File: config.mk
export PLATFORM = sky130hd
export DESIGN_NAME = conv1_mem_read_flat
export DESIGN_NICKNAME = d
export VERILOG_FILES = /design/src/rtl/cnn_pkg.sv /design/src/rtl/conv1_mem_read_if.sv /design/src/rtl/conv1_window_ctr.sv /design/src/rtl/conv1_mem_read.sv /design/src/flat_wrapper.sv
export SDC_FILE = /design/constraint.sdc
export NUM_CORES = 1
export LEC_CHECK = 0
export BUFFER_PORTS_ARGS = -buffer_cell sky130_fd_sc_hd__buf_2
export CAP_MARGIN = 20
export CORE_MARGIN = 4
export CORE_UTILIZATION = 61
export DETAILED_ROUTE_END_ITERATION = 10
export PLACE_DENSITY = 0.91
export SYNTH_ARGS = -nofsm -noshare
export SYNTH_HDL_FRONTEND = slang
export SYNTH_HIERARCHICAL = 1
export SYNTH_SLANG_ARGS = --single-unit
File: constraint.sdc
create_clock -name clk -period 3.5 [get_ports clk]
set_clock_uncertainty 0.2 [all_clocks]
set_input_delay 0.175 -clock clk [delete_from_list [all_inputs] [get_ports clk]]
set_output_delay 0.175 -clock clk [all_outputs]
set_load 0.03 [all_outputs]
File: src/rtl/cnn_pkg.sv
// Shared constants and types for the CNN layer address generators.
// Map geometry and memory width here match the conv1 write-side addresser.
// conv1_rd_state_t encodes the conv1 output-memory read sequencer.
package cnn_pkg;

  localparam int CONV1_MAP_W      = 24;
  localparam int CONV1_MAP_H      = 24;
  localparam int POOL1_WINDOWS    = 144;
  localparam int CONV1_MEM_ADDR_W = 10;

  typedef enum logic [1:0] {
    RD_IDLE,
    RD_ISSUE,
    RD_DRAIN,
    RD_DONE
  } conv1_rd_state_t;

endpackage

File: src/rtl/conv1_mem_read_if.sv
// Read-side bundle between the conv1 memory addresser and the pool 1 stage.
// master = address generator, slave = sequencer / pool datapath side.
// Carries the run level, window-start backpressure, read address and beat flags.
interface conv1_mem_read_if #(
  parameter int ADDR_W = cnn_pkg::CONV1_MEM_ADDR_W
);

  logic              enable;
  logic              out_ready;
  logic [ADDR_W-1:0] rd_addr;
  logic              rd_en;
  logic              data_valid;
  logic              win_first;
  logic              win_last;
  logic              done;

  modport master (
    input  enable, out_ready,
    output rd_addr, rd_en, data_valid, win_first, win_last, done
  );

  modport slave (
    output enable, out_ready,
    input  rd_addr, rd_en, data_valid, win_first, win_last, done
  );

endinterface

File: src/rtl/conv1_window_ctr.sv
// Purpose: walks 2x2 windows of the feature map, producing the current read address.
// Latency: address is combinational from the counters; counters step on advance.
// Backpressure: counters hold whenever advance is low; clear reloads the map origin.
module conv1_window_ctr
  import cnn_pkg::*;
#(
  parameter int MAP_W     = CONV1_MAP_W,
  parameter int MAP_H     = CONV1_MAP_H,
  parameter int BASE_ADDR = 0,
  parameter int ADDR_W    = CONV1_MEM_ADDR_W
) (
  input  logic              clk,
  input  logic              reset,
  input  logic              clear,
  input  logic              advance,
  output logic [ADDR_W-1:0] addr,
  output logic [1:0]        beat,
  output logic              last_win
);

  localparam int COL_W = (MAP_W > 2) ? $clog2(MAP_W / 2) : 1;
  localparam logic [ADDR_W-1:0] BASE     = ADDR_W'(BASE_ADDR);
  localparam logic [ADDR_W-1:0] LAST_WB  = ADDR_W'(BASE_ADDR + MAP_W * (MAP_H - 2) + MAP_W - 2);
  localparam logic [COL_W-1:0]  LAST_COL = COL_W'(MAP_W / 2 - 1);

  logic [ADDR_W-1:0] wb;
  logic [COL_W-1:0]  col;
  logic [ADDR_W-1:0] offset;

  // Raster order inside the window: top-left, top-right, bottom-left, bottom-right.
  always_comb begin
    case (beat)
      2'd0:    offset = '0;
      2'd1:    offset = ADDR_W'(1);
      2'd2:    offset = ADDR_W'(MAP_W);
      default: offset = ADDR_W'(MAP_W + 1);
    endcase
  end

  assign addr     = wb + offset;
  assign last_win = (wb == LAST_WB);

  // Step beat; after the fourth beat move right one window, or down to the next window row.
  always_ff @(posedge clk or negedge reset) begin
    if (!reset) begin
      wb   <= BASE;
      col  <= '0;
      beat <= '0;
    end else if (clear) begin
      wb   <= BASE;
      col  <= '0;
      beat <= '0;
    end else if (advance) begin
      beat <= beat + 2'd1;
      if (beat == 2'd3) begin
        if (col == LAST_COL) begin
          col <= '0;
          wb  <= wb + ADDR_W'(MAP_W + 2);
        end else begin
          col <= col + COL_W'(1);
          wb  <= wb + ADDR_W'(2);
        end
      end
    end
  end

endmodule

File: src/rtl/conv1_mem_read.sv
// Purpose: reads the conv1 output map as 2x2 windows for pool 1 and flags returning data.
// Latency: first rd_en the cycle after enable is seen; data flags trail rd_en by RD_LATENCY.
// Backpressure: enable=0 pauses; with CONV1_MEM_READ_BACKPRESSURE_EN, out_ready gates window starts.
module conv1_mem_read
  import cnn_pkg::*;
#(
  parameter int MAP_W      = CONV1_MAP_W,
  parameter int MAP_H      = CONV1_MAP_H,
  parameter int BASE_ADDR  = 0,
  parameter int ADDR_W     = CONV1_MEM_ADDR_W,
  parameter int RD_LATENCY = 1
) (
  input  logic             clk,
  input  logic             reset,
  conv1_mem_read_if.master bus
);

  // The whole map must be addressable and tile exactly into 2x2 windows.
  if (BASE_ADDR + MAP_W * MAP_H - 1 >= (1 << ADDR_W)) begin : g_bad_addr_range
    $error("conv1_mem_read: map does not fit in ADDR_W address bits");
  end
  if ((MAP_W % 2) != 0 || (MAP_H % 2) != 0) begin : g_bad_map_shape
    $error("conv1_mem_read: map dimensions must be even");
  end
  if (RD_LATENCY < 1) begin : g_bad_latency
    $error("conv1_mem_read: RD_LATENCY must be at least 1");
  end

  localparam int DCW = (RD_LATENCY > 1) ? $clog2(RD_LATENCY) : 1;
  localparam logic [DCW-1:0] DRAIN_LAST = DCW'(RD_LATENCY - 1);

  conv1_rd_state_t   state, state_nxt;
  logic              start_ok;
  logic              issue;
  logic [ADDR_W-1:0] win_addr;
  logic [1:0]        beat;
  logic              last_win;
  logic [DCW-1:0]    drain_cnt;
  logic [RD_LATENCY-1:0] dv_sr, first_sr, last_sr;

`ifdef CONV1_MEM_READ_BACKPRESSURE_EN
  assign start_ok = bus.out_ready;
`else
  assign start_ok = 1'b1;
`endif

  // Backpressure is only consulted on beat 0 so a window's four reads stay contiguous.
  assign issue = (state == RD_ISSUE) && bus.enable && ((beat != 2'd0) || start_ok);

  conv1_window_ctr #(
    .MAP_W     (MAP_W),
    .MAP_H     (MAP_H),
    .BASE_ADDR (BASE_ADDR),
    .ADDR_W    (ADDR_W)
  ) u_win_ctr (
    .clk      (clk),
    .reset    (reset),
    .clear    (state == RD_IDLE),
    .advance  (issue),
    .addr     (win_addr),
    .beat     (beat),
    .last_win (last_win)
  );

  // State register.
  always_ff @(posedge clk or negedge reset) begin
    if (!reset) state <= RD_IDLE;
    else        state <= state_nxt;
  end

  // Sequence: wait for enable, issue all windows, let in-flight reads land, hold done.
  always_comb begin
    state_nxt = state;
    case (state)
      RD_IDLE:  if (bus.enable) state_nxt = RD_ISSUE;
      RD_ISSUE: if (issue && (beat == 2'd3) && last_win) state_nxt = RD_DRAIN;
      RD_DRAIN: if (drain_cnt == DRAIN_LAST) state_nxt = RD_DONE;
      RD_DONE:  if (!bus.enable) state_nxt = RD_IDLE;
      default:  state_nxt = RD_IDLE;
    endcase
  end

  // Port outputs; address reads as zero while idle so reset shows a clean bus.
  always_comb begin
    bus.rd_en   = issue;
    bus.rd_addr = (state == RD_IDLE) ? '0 : win_addr;
    bus.done    = (state == RD_DONE);
  end

  // Counts the RD_LATENCY drain cycles after the final read.
  always_ff @(posedge clk or negedge reset) begin
    if (!reset)                 drain_cnt <= '0;
    else if (state != RD_DRAIN) drain_cnt <= '0;
    else                        drain_cnt <= drain_cnt + DCW'(1);
  end

  // Delay line aligning valid and window-edge flags with RAM read data.
  always_ff @(posedge clk or negedge reset) begin
    if (!reset) begin
      dv_sr    <= '0;
      first_sr <= '0;
      last_sr  <= '0;
    end else begin
      dv_sr    <= (dv_sr << 1)    | RD_LATENCY'(issue);
      first_sr <= (first_sr << 1) | RD_LATENCY'(issue && (beat == 2'd0));
      last_sr  <= (last_sr << 1)  | RD_LATENCY'(issue && (beat == 2'd3));
    end
  end

  assign bus.data_valid = dv_sr[RD_LATENCY-1];
  assign bus.win_first  = first_sr[RD_LATENCY-1];
  assign bus.win_last   = last_sr[RD_LATENCY-1];

endmodule

File: src/flat_wrapper.sv
// flat-port wrapper written by rule: the top's interface ports become plain ports
module conv1_mem_read_flat import cnn_pkg::*;
#(
  parameter int MAP_W      = CONV1_MAP_W,
  parameter int MAP_H      = CONV1_MAP_H,
  parameter int BASE_ADDR  = 0,
  parameter int ADDR_W     = CONV1_MEM_ADDR_W,
  parameter int RD_LATENCY = 1
)
  (clk, reset, bus_enable, bus_out_ready, bus_rd_addr, bus_rd_en, bus_data_valid, bus_win_first, bus_win_last, bus_done);
  conv1_mem_read_if #(.ADDR_W(ADDR_W)) bus_i ();
  input  logic clk;
  input  logic reset;
  input wire logic [$bits(bus_i.enable)-1:0] bus_enable;
  input wire logic [$bits(bus_i.out_ready)-1:0] bus_out_ready;
  output wire logic [$bits(bus_i.rd_addr)-1:0] bus_rd_addr;
  output wire logic [$bits(bus_i.rd_en)-1:0] bus_rd_en;
  output wire logic [$bits(bus_i.data_valid)-1:0] bus_data_valid;
  output wire logic [$bits(bus_i.win_first)-1:0] bus_win_first;
  output wire logic [$bits(bus_i.win_last)-1:0] bus_win_last;
  output wire logic [$bits(bus_i.done)-1:0] bus_done;
  assign bus_i.enable = bus_enable;
  assign bus_i.out_ready = bus_out_ready;
  assign bus_rd_addr = bus_i.rd_addr;
  assign bus_rd_en = bus_i.rd_en;
  assign bus_data_valid = bus_i.data_valid;
  assign bus_win_first = bus_i.win_first;
  assign bus_win_last = bus_i.win_last;
  assign bus_done = bus_i.done;
  conv1_mem_read #(.MAP_W(MAP_W), .MAP_H(MAP_H), .BASE_ADDR(BASE_ADDR), .ADDR_W(ADDR_W), .RD_LATENCY(RD_LATENCY)) u_core (.clk(clk), .reset(reset), .bus(bus_i));
endmodule
# ---- Word level (Yosys, flattened, before mapping)
# Cells that the tools add are included.
# W data, S select, Z words.
dict set report classes {
  addsub 6
  mul 0
  div_mod_pow 0
  order_cmp 0
  n_eq_ne 13
  n_shift 0
  muxes 18
  bitwise 0
  n_reduce_logical 10
}
# operator n
set ops {}
lappend ops {{$mux W10} 5}
lappend ops {{$mux W4} 4}
lappend ops {{$pmux W5 S3} 1}
lappend ops {{$mux W2} 6}
lappend ops {{$add A10 B2 Y10 const B} 1}
lappend ops {{$add A10 B5 Y10} 1}
lappend ops {{$add A10 B5 Y10 const B} 1}
lappend ops {{$eq A10 B10 Y1 const B} 1}
lappend ops {{$ne A2 B2 Y1 const B} 5}
lappend ops {{$eq A2 B2 Y1 const B} 4}
lappend ops {{$pmux W2 S4} 1}
lappend ops {{$add A4 B1 Y4 const B} 1}
lappend ops {{$eq A2 B1 Y1 const B} 2}
lappend ops {{$eq A4 B4 Y1 const B} 1}
lappend ops {{$logic_and A1 B1 Y1} 4}
lappend ops {{$logic_not A2 Y1} 2}
lappend ops {{$reduce_and A4 Y1} 1}
lappend ops {{$reduce_bool A2 Y1} 2}
lappend ops {{$add A2 B1 Y2 const B} 1}
lappend ops {{$reduce_and A2 Y1} 1}
lappend ops {{$add A1 B1 Y1 const B} 1}
lappend ops {{$mux W1} 1}
dict set report word_totals {
  register_bits 22
  latchBits 0
  ram_bits 0
  romBits 0
  input_bits 4
  out_inout_bits 15
  word_cells 55
  n_memories 0
}

# ---- Depth between registers and ports, before layout
# Gate-level depths: netlist (run 1).
dict set report logic_depth {
  word_depth 6
  ltp_mapped 9
  ltp_nobuf 9
}

# ---- Modules after synthesis
# The synthesis (run 1) kept the hierarchy.
# mod instances cells_each area_each_um2 seq_area_each_um2
set modules_own_cells {}
lappend modules_own_cells {conv1_window_ctr 1 119 1038.5 375.4}
lappend modules_own_cells {conv1_mem_read 1 34 390.4 150.1}

# ---- Worst setup path after synthesis (run 1)
# No wires, ideal clock.
dict set report synth_timing {
  path_type {reg-to-output}
  startpoint {register u_core.u_win_ctr.beat[1]}
  endpoint {output port bus_rd_addr[6]}
  t_arrival_ns 2.269
  required_time_ns 3.125
  path_slack_ns 0.856
  stages_incl_launch_ff 9
  n_path_buf 0
  path_cell_list {dfrtp_1 > ha_1 > or2_2 > ha_1 > a21oi_1 > nand2_1 > nand2_1 > xnor2_1 > nor2b_1}
}
dict set report synth_between {
  elab_chain_cells 4
  word_cells_on_any_way 6
  cone_classes {add/sub: 1; eq/ne: 2; mux: 2; reduce/logical: 1}
}
# item line
set synth_rtl {}
lappend synth_rtl {{from (decl)} conv1_window_ctr.sv:17} ;# output logic [1:0] beat,
lappend synth_rtl {{from (signal assigned)} conv1_window_ctr.sv:54} ;# beat <= beat + 2'd1;
lappend synth_rtl {{$eq A2 B2 Y1 (tied with other cells)} conv1_window_ctr.sv:32} ;# case (beat)
lappend synth_rtl {{$pmux W5 S3 *} conv1_window_ctr.sv:32}
lappend synth_rtl {{$add A10 B5 Y10 *} conv1_window_ctr.sv:40} ;# assign addr = wb + offset;
lappend synth_rtl {{named net u_core.win_addr[6]} conv1_mem_read.sv:35} ;# logic [ADDR_W-1:0] win_addr;
lappend synth_rtl {{$mux W10 *} conv1_mem_read.sv:86} ;# bus.rd_addr = (state == RD_IDLE) ? '0 : win_addr;
lappend synth_rtl {{to (decl)} flat_wrapper.sv:16} ;# output wire logic [$bits(bus_i.rd_addr)-1:0] bus_rd_addr;
# Mark *: on every way through the listed nets, which the timed path passes. The rest lies on a longest branch.

# ---- Final worst setup path (run 1)
dict set report layout_timing {
  startpoint {register u_core.u_win_ctr.beat[0]}
  endpoint {output port bus_rd_addr[6]}
}
# Same word-level chain as after synthesis.

==> results of run 1 <==
-- worst max-delay path, stage by stage (launching register included) --
cell and delay (ps):
dfrtp_1 480, ha_1 240, or2_2 330, ha_1 330, a21oi_1 330, nand2_1 120, nand2_1 110, xnor2_1 110
nor2b_1 130, buf_2 210
-- routing by layer --
layer | GRT usage, % | vias up | share of wire, %
li1 | - | 543 | -
met1 | 21.8 | 559 | 41
met2 | 32.6 | 42 | 51
met3 | 3.22 | 5 | 5.2
met4 | 11.5 | 0 | 2.3
met5 | 0 | - | 0
-- cells in the mapped netlist, drive strengths merged --
library cell / number / share of area [%]
dfrtp: 21 / 37
nand2: 15 / 3.9
a21oi: 13 / 4.6
nor2b: 13 / 5.7
ha: 12 / 11
nor2: 10 / 2.6
xnor2: 8 / 4.9
o21ai: 7 / 2.5
clkbuf: 6 / 1.7
or3: 5 / 2.2
and3: 4 / 1.8
inv: 4 / 1.1
mux2: 4 / 3.7
and2: 3 / 1.4
buf: 3 / 1.7
mux2i: 3 / 2.1
xor2: 3 / 1.8
nand3: 2 / 0.70
nand4: 2 / 0.88
or2: 2 / 0.88
a211oi: 1 / 1.4
a221oi: 1 / 1.8
a31oi: 1 / 0.44
and3b: 1 / 0.61
and4b: 1 / 0.70
conb: 1 / 0.26
nand2b: 1 / 0.44
nor3: 1 / 0.35
nor3b: 1 / 0.53
nor4: 1 / 0.44
nor4bb: 1 / 0.70
o31ai: 1 / 0.53
or4: 1 / 0.53
-- logic make-up after synthesis --
family / count (synthesis)
AND/OR/NAND/NOR: 64
AO/OA/AOI/OAI: 24
flip-flops: 21
buffers and inverters: 13
adder cells (fa/ha/maj): 12
XOR/XNOR: 11
multiplexers: 7
other: 1
-- cell usage in the layout, fill, tap and decap left out, types with 2 or more instances in the layout --
| master | synthesis | layout |
|---|---|---|
| xor2_1 | 3 | 3 |
| mux2_2 | 2 | 2 |
| mux2_4 | 2 | 2 |
| o21ai_0 | 6 | 6 |
| or2_2 | 2 | 2 |
| mux2i_1 | 3 | 3 |
| and3_1 | 4 | 4 |
| and2_1 | 2 | 2 |
| clkbuf_4 | 0 | 3 |
| dfrtp_1 | 21 | 21 |
| nand2_1 | 15 | 15 |
| nor2_1 | 10 | 10 |
| a21oi_1 | 13 | 13 |
| inv_1 | 4 | 4 |
| nand4_1 | 2 | 2 |
| nor2b_1 | 13 | 13 |
| xnor2_1 | 8 | 8 |
| ha_1 | 12 | 12 |
| or3_1 | 5 | 5 |
| nand3_1 | 2 | 2 |
| buf_2 | 1 | 17 |
-- final timing paths --
check | cells past startpoint | startpoint | slack (ps) | end
max | 9 | u_core/u_win_ctr/beat[0] | 420 | bus_rd_addr[6]
min | 2 | bus_enable | 60 | u_core/bus.data_valid
max reg2reg | 5 | u_core/state[1] | 1150 | u_core/state[1]
min reg2reg | 1 | u_core/drain_cnt | 310 | u_core/drain_cnt
max in group asynchronous | 2 | reset | 2640 | u_core/u_win_ctr/col[3]
min in group asynchronous | 2 | reset | 150 | u_core/u_win_ctr/wb[9]
-- sequential cells by signal, indices dropped and copies added, names as in the netlist --
name / cells
u_core/bus.data_valid: 1
u_core/u_win_ctr/wb: 9
u_core/bus.win_first: 1
u_core/u_win_ctr/col: 4
u_core/state: 2
u_core/u_win_ctr/beat: 2
u_core/drain_cnt: 1
u_core/bus.win_last: 1
-- metrics by stage --
stage,power (mW),instances,setup slack [ps]
after floorplan,0.934,153,856
after global placement,1.03,189,891
after detailed placement,1.08,189,783
after CTS,1.20,194,422
after global routing,1.28,194,272
final,1.19,194,425
-- layout make-up --
class                           count  area [um2]
Multi-Input combinational cell    119         841
Fill cell                         171         673
Sequential cell                    21         526
Timing Repair Buffer               18        95.1
Tap cell                           28        35.0
Clock buffer                        3        22.5
Inverter                            4        15.0
Clock inverter                      1        5.00
-- timing repair --
item / 4_1_cts / 5_1_grt
hold buffers: 1 / 0
endpoints found under the hold margin: 21 / 0
setup endpoints to repair: 0 / 0
-- report_power, final --
part | leakage, nW | internal (mW) | switching [mW]
Sequential | 0.266 | 0.312 | 0.104
Combinational | 0.455 | 0.257 | 0.399
Clock | 0.0177 | 0.0427 | 0.0727
==> results.md, run 1 <==
- Status: completed
- # diodes: 0
- Largest net degree at the start of global routing: 29
- Critical Path AT: 2700 ps
- Worst-Skew Late Latency: 310 ps
- Vias in the first global route: 1,112
- Worst ir drop on vdd: 0.789 mV
- HPWL Detailed: 2040 um
- I/O Pins: 19
- Final min period: 3080 ps
- Max Transition Viols Final: 0
- Clock sinks: 21
- Final core occ: 69.6%
- Total CTS buffers: 3
- Max Cap Violations: 0
- Cell variety after synth: 39
- Post-CTS Resized: 0
- Largest family of logic cells by synthesized area: simple AND/OR/NAND/NOR gates
- 1st-iter DRT viols: 24
- First-pass GRT wire length: 4720 um
- Clock root buffer: clkbuf_4
- CP Data Required Time: 3120 ps
- Layout area overhead: 7.71%
- IO buf count: 17
- Core Rows: 17
- Full die area: 0.00318 mm2
- Avg Cell Area, Syn: 9.34 um2
- Mux cell area share after synthesis: 5.78%
- H-tree Lvls: 1
- Worst setup SP type: flip-flop
- Synthesis Warnings: 6
- Unrepaired setup endpoints after global routing: false
- Final setup viols: 0
- Adder-cell share of the synthesized area: 10.5%
- Vias: 1,149
- TritonCTS clock tree: yes
- Critical path class: flip-flop to output port
- Via/cell ratio: 5.92
- Total Neg Setup Slack: 0 ps
- Core Footprint: 0.00221 mm2
- DR pass1 iterations: 4
- Final GP Congestion: 0.830
- Crit end category: output port
- Critical path peak fanout: 7
- Synth Area in Simple Gates: 24.3%
- Layout Nets: 183
- Fraction of the yosys area taken by sequential cells: 36.8%
- Gr usage total: 19.0%
- Worst hold slack: 61.8 ps
- Max Freq: 325 MHz
- Dpl cell area: 0.00150 mm2
- Gate Count Post-Synth: 153
- DRC: 0
- Initial antenna violation count: 0
- Post CTS Setup Buffer Count: 0
- Die Y: 56.4 um
- Share of layout cells above drive strength 1: 18.1%
- Synth Area in XOR/XNOR: 6.74%
- Syn_nets: 169
- Synth Area in Compound Gates: 11.2%
- Post-DRT Antenna Nets: 0
- Total gr overflow: 0
- Finished Cell Area: 0.00154 mm2
- Pwr dens: 772 mW/mm2
- LEAKAGE: 0.739 nW
- Final Hold Vio Count: 0
- Clock-pin slew on the worst setup and hold paths: 110 ps
- Wirelength per Cell: 14.3 um
- Initial core utilization: 64.6%
- Actual slew at the worst max-slew pin: 949 ps
- Die W: 56.4 um
- Hold Crit Class: input port to flip-flop
- CTS Buffer Depth: 2
- Post-synthesis register bit count: 21
- Max-Slew Margin vs Limit: 36.7%
- Post-synthesis cell area: 0.00143 mm2
- Final wirelength: 2770 um
- Tcrit/Tclk final: 87.9%
Note: power is estimated with default switching activity, not from simulation.
==> run 2, diff against run 1 <==
--- a/config.mk
+++ b/config.mk
@@ -10,6 +10,7 @@
 export CORE_MARGIN = 4
 export CORE_UTILIZATION = 61
 export DETAILED_ROUTE_END_ITERATION = 10
+export HOLD_SLACK_MARGIN = 0.02
 export PLACE_DENSITY = 0.91
 export SYNTH_ARGS = -nofsm -noshare
 export SYNTH_HDL_FRONTEND = slang
==> constraint.sdc (replaced) <==
create_clock -name clk -period 3.5 [get_ports clk]
set_clock_uncertainty 0.2 [all_clocks]
set_input_delay 0.175 -clock clk [delete_from_list [all_inputs] [get_ports clk]]
set_output_delay 0.175 -clock clk [all_outputs]
set_load 0.005 [all_outputs]
==> run 2 against run 1 <==
Against the previous run: non-clock buffer count did not move; largest cell class unchanged; via count decreased by 1.2%; combinational power fell by 24%; first-iteration DRC count increased by 38%; count of clock-buffer cells in the layout rose by 1; critical path depth is the same; sequential power barely moved; clock power about the same; global-route usage down 0.88 points; cell count unchanged; final area is essentially flat; routed wire length shrank 2.6%.
==> results.md, run 2 (synthesis gave the netlist of run 1 again) <==
- Critical path's top delay family: simple AND/OR/NAND/NOR gates
- Post-DRT Antenna Nets: 0 (unchanged)
- CTS Buffer Depth: 2 (unchanged)
- CP max stage cell: dfrtp_1
- Hold Crit Class: input port to flip-flop
- Full die area: 0.00318 mm2 (unchanged)
- Critical Path AT: 2600 ps (-100 ps)
- Final setup viols: 0 (unchanged)
- Setup WS pre-CTS: 872 ps (+89.0 ps)
- IO buf count: 17 (unchanged)
- Final core occ: 69.5% (about the same)
- Final GP Congestion: 0.830 (about the same)
- Clock root buffer: clkbuf_4
- 1st-iter DRT viols: 33 (+38%)
- Unrepaired setup endpoints after global routing: false
- Via/cell ratio: 5.85 (-1.2%)
- Max-Slew Margin vs Limit: 36.2% (-0.56 points)
- Core Footprint: 0.00221 mm2 (unchanged)
- Worst ir drop on vdd: 0.524 mV (-34%)
- Share of layout cells above drive strength 1: 17.5% (-0.60 points)
- Pwr dens: 669 mW/mm2 (-13%)
- Cell chain of the critical path: ha_1 -> or2_2 -> ha_1 -> a21oi_1 -> nand2_1 -> nand2_1 -> xnor2_1 -> nor2b_1 -> buf_2
- HPWL Detailed: 1980 um (-3.2%)
- Worst Path Buf+Inv: 1 (unchanged)
- Layout Cells excl Fill: 194 (unchanged)
- Vias: 1,135 (-1.2%)
- Commonest non-fill, non-tap cell in the layout: dfrtp_1
- Final WS setup: 529 ps (+104 ps)
- I/O Pins: 19 (unchanged)
- Status: completed
- CP Data Required Time: 3120 ps (about the same)
- Post-CTS Resized: 0 (unchanged)
- Core Rows: 17 (unchanged)
- LEAKAGE: 0.736 nW (-0.37%)
- Area of the multi-input gates: 841 um2 (unchanged)
- Final Hold Vio Count: 0 (unchanged)
- Initial core utilization: 64.6% (unchanged)
- Critical path peak fanout: 7 (unchanged)
- Layout area overhead: 7.62% (about the same)
- TritonCTS clock tree: yes
- Clock-pin slew on the worst setup and hold paths: 110 ps (about the same)
- Layout fillers: 177 (+3.5%)
- Layout Nets: 183 (unchanged)
- Max Transition Viols Final: 0 (unchanged)
- Gr usage total: 18.1% (-0.88 points)
- Max reg flops: 9 (unchanged)
- Largest registers: u_core/u_win_ctr/wb x9, u_core/u_win_ctr/col x4
- Final min period: 2970 ps (-104 ps)
- DR pass1 iterations: 4 (unchanged)
- Largest net degree at the start of global routing: 29 (unchanged)
- Worst hold slack: 87.5 ps (+25.6 ps)
- Max Freq: 337 MHz (+3.5%)
- Wirelength per Cell: 13.9 um (-2.6%)
- Die W: 56.4 um (unchanged)
- Total Neg Setup Slack: 0 ps (unchanged)
- Actual slew at the worst max-slew pin: 957 ps (+8.36 ps)
- H-tree Lvls: 1 (unchanged)
- Max Cap Violations: 0 (unchanged)
- Clock sinks: 21 (unchanged)
- Tcrit/Tclk final: 84.9% (-3.0 points)
- Final wirelength: 2700 um (-2.6%)
- First-pass GRT wire length: 4580 um (-2.9%)
- Die Y: 56.4 um (unchanged)
- Total CTS buffers: 3 (unchanged)
- Worst-Skew Late Latency: 300 ps (about the same)
- Most frequent cells in the layout: dfrtp_1 (21), buf_2 (17), nand2_1 (15), nor2b_1 (13), a21oi_1 (13)
- # placed instances: 189 (unchanged)
- DRC: 0 (unchanged)
- Initial antenna violation count: 0 (unchanged)
- Vias in the first global route: 1,103 (-0.81%)
- Total gr overflow: 0 (unchanged)
- Critical path class: flip-flop to output port
- Max incr delay on CP: 480 ps (about the same)
- Crit end category: output port
- Top reg by flops: u_core/u_win_ctr/wb
- Worst setup SP type: flip-flop
- # diodes: 0 (unchanged)
- Storage cell area: 526 um2 (unchanged)
run 2: cell types whose count changed in the layout (fill, tap and decap cells not counted), sizes merged:
cell	previous run	this run
clkbuf	3	4
clkinv	1	0
run 2: worst paths after layout:
check	from	end	slack, ps	cells after the start
min	bus_enable	u_core/bus.data_valid	90	2
min in group asynchronous	reset	u_core/u_win_ctr/wb[2]	170	2
max in group asynchronous	reset	u_core/bus.data_valid	2610	2
max	u_core/u_win_ctr/beat[0]	bus_rd_addr[6]	530	9
max reg2reg	u_core/state[1]	u_core/u_win_ctr/wb[8]	1170	7
min reg2reg	u_core/drain_cnt	u_core/drain_cnt	300	1
run 2: area by class of cell:
class                      instances  share of cell area, %
sequential                        21                   34.2
tap                               28                   2.28
clock buffer                       4                   1.71
multi-input combinational        119                   54.7
inverter                           4                  0.976
timing repair buffer              18                   6.18
run 2: through the flow:
stage	instance area (um2)	power [mW]
after global placement	1500	0.873
after detailed placement	1500	0.919
after CTS	1540	1.04
final	1540	1.03
after global routing	1540	1.12
after floorplan	1430	0.783
run 2: power breakdown:
group / switching (mW) / internal, mW / total, mW
combinational: 0.246 / 0.255 / 0.500
clock: 0.0679 / 0.0444 / 0.112
sequential: 0.103 / 0.312 / 0.416
total: 0.417 / 0.611 / 1.03
run 2: routing by layer:
layer  GRT usage [%]  wire length, um
met5               0                0
met3            3.22              133
met4            10.2               61
met1            20.3             1130
met2            31.9             1370
run 2: timing repair:
item	in CTS	in global routing
hold buffers	1	0
setup endpoints to repair	0	0
buffers inserted	0	0
endpoints found under the hold margin	21	0
run 2: worst register-to-register path, stage by stage, from the launching register on:
cell and delay [ps]:
dfrtp_1 440, inv_1 120, ha_1 230, and2_2 260, and2_1 370, nand2_1 90, a21oi_1 170, mux2_2 350
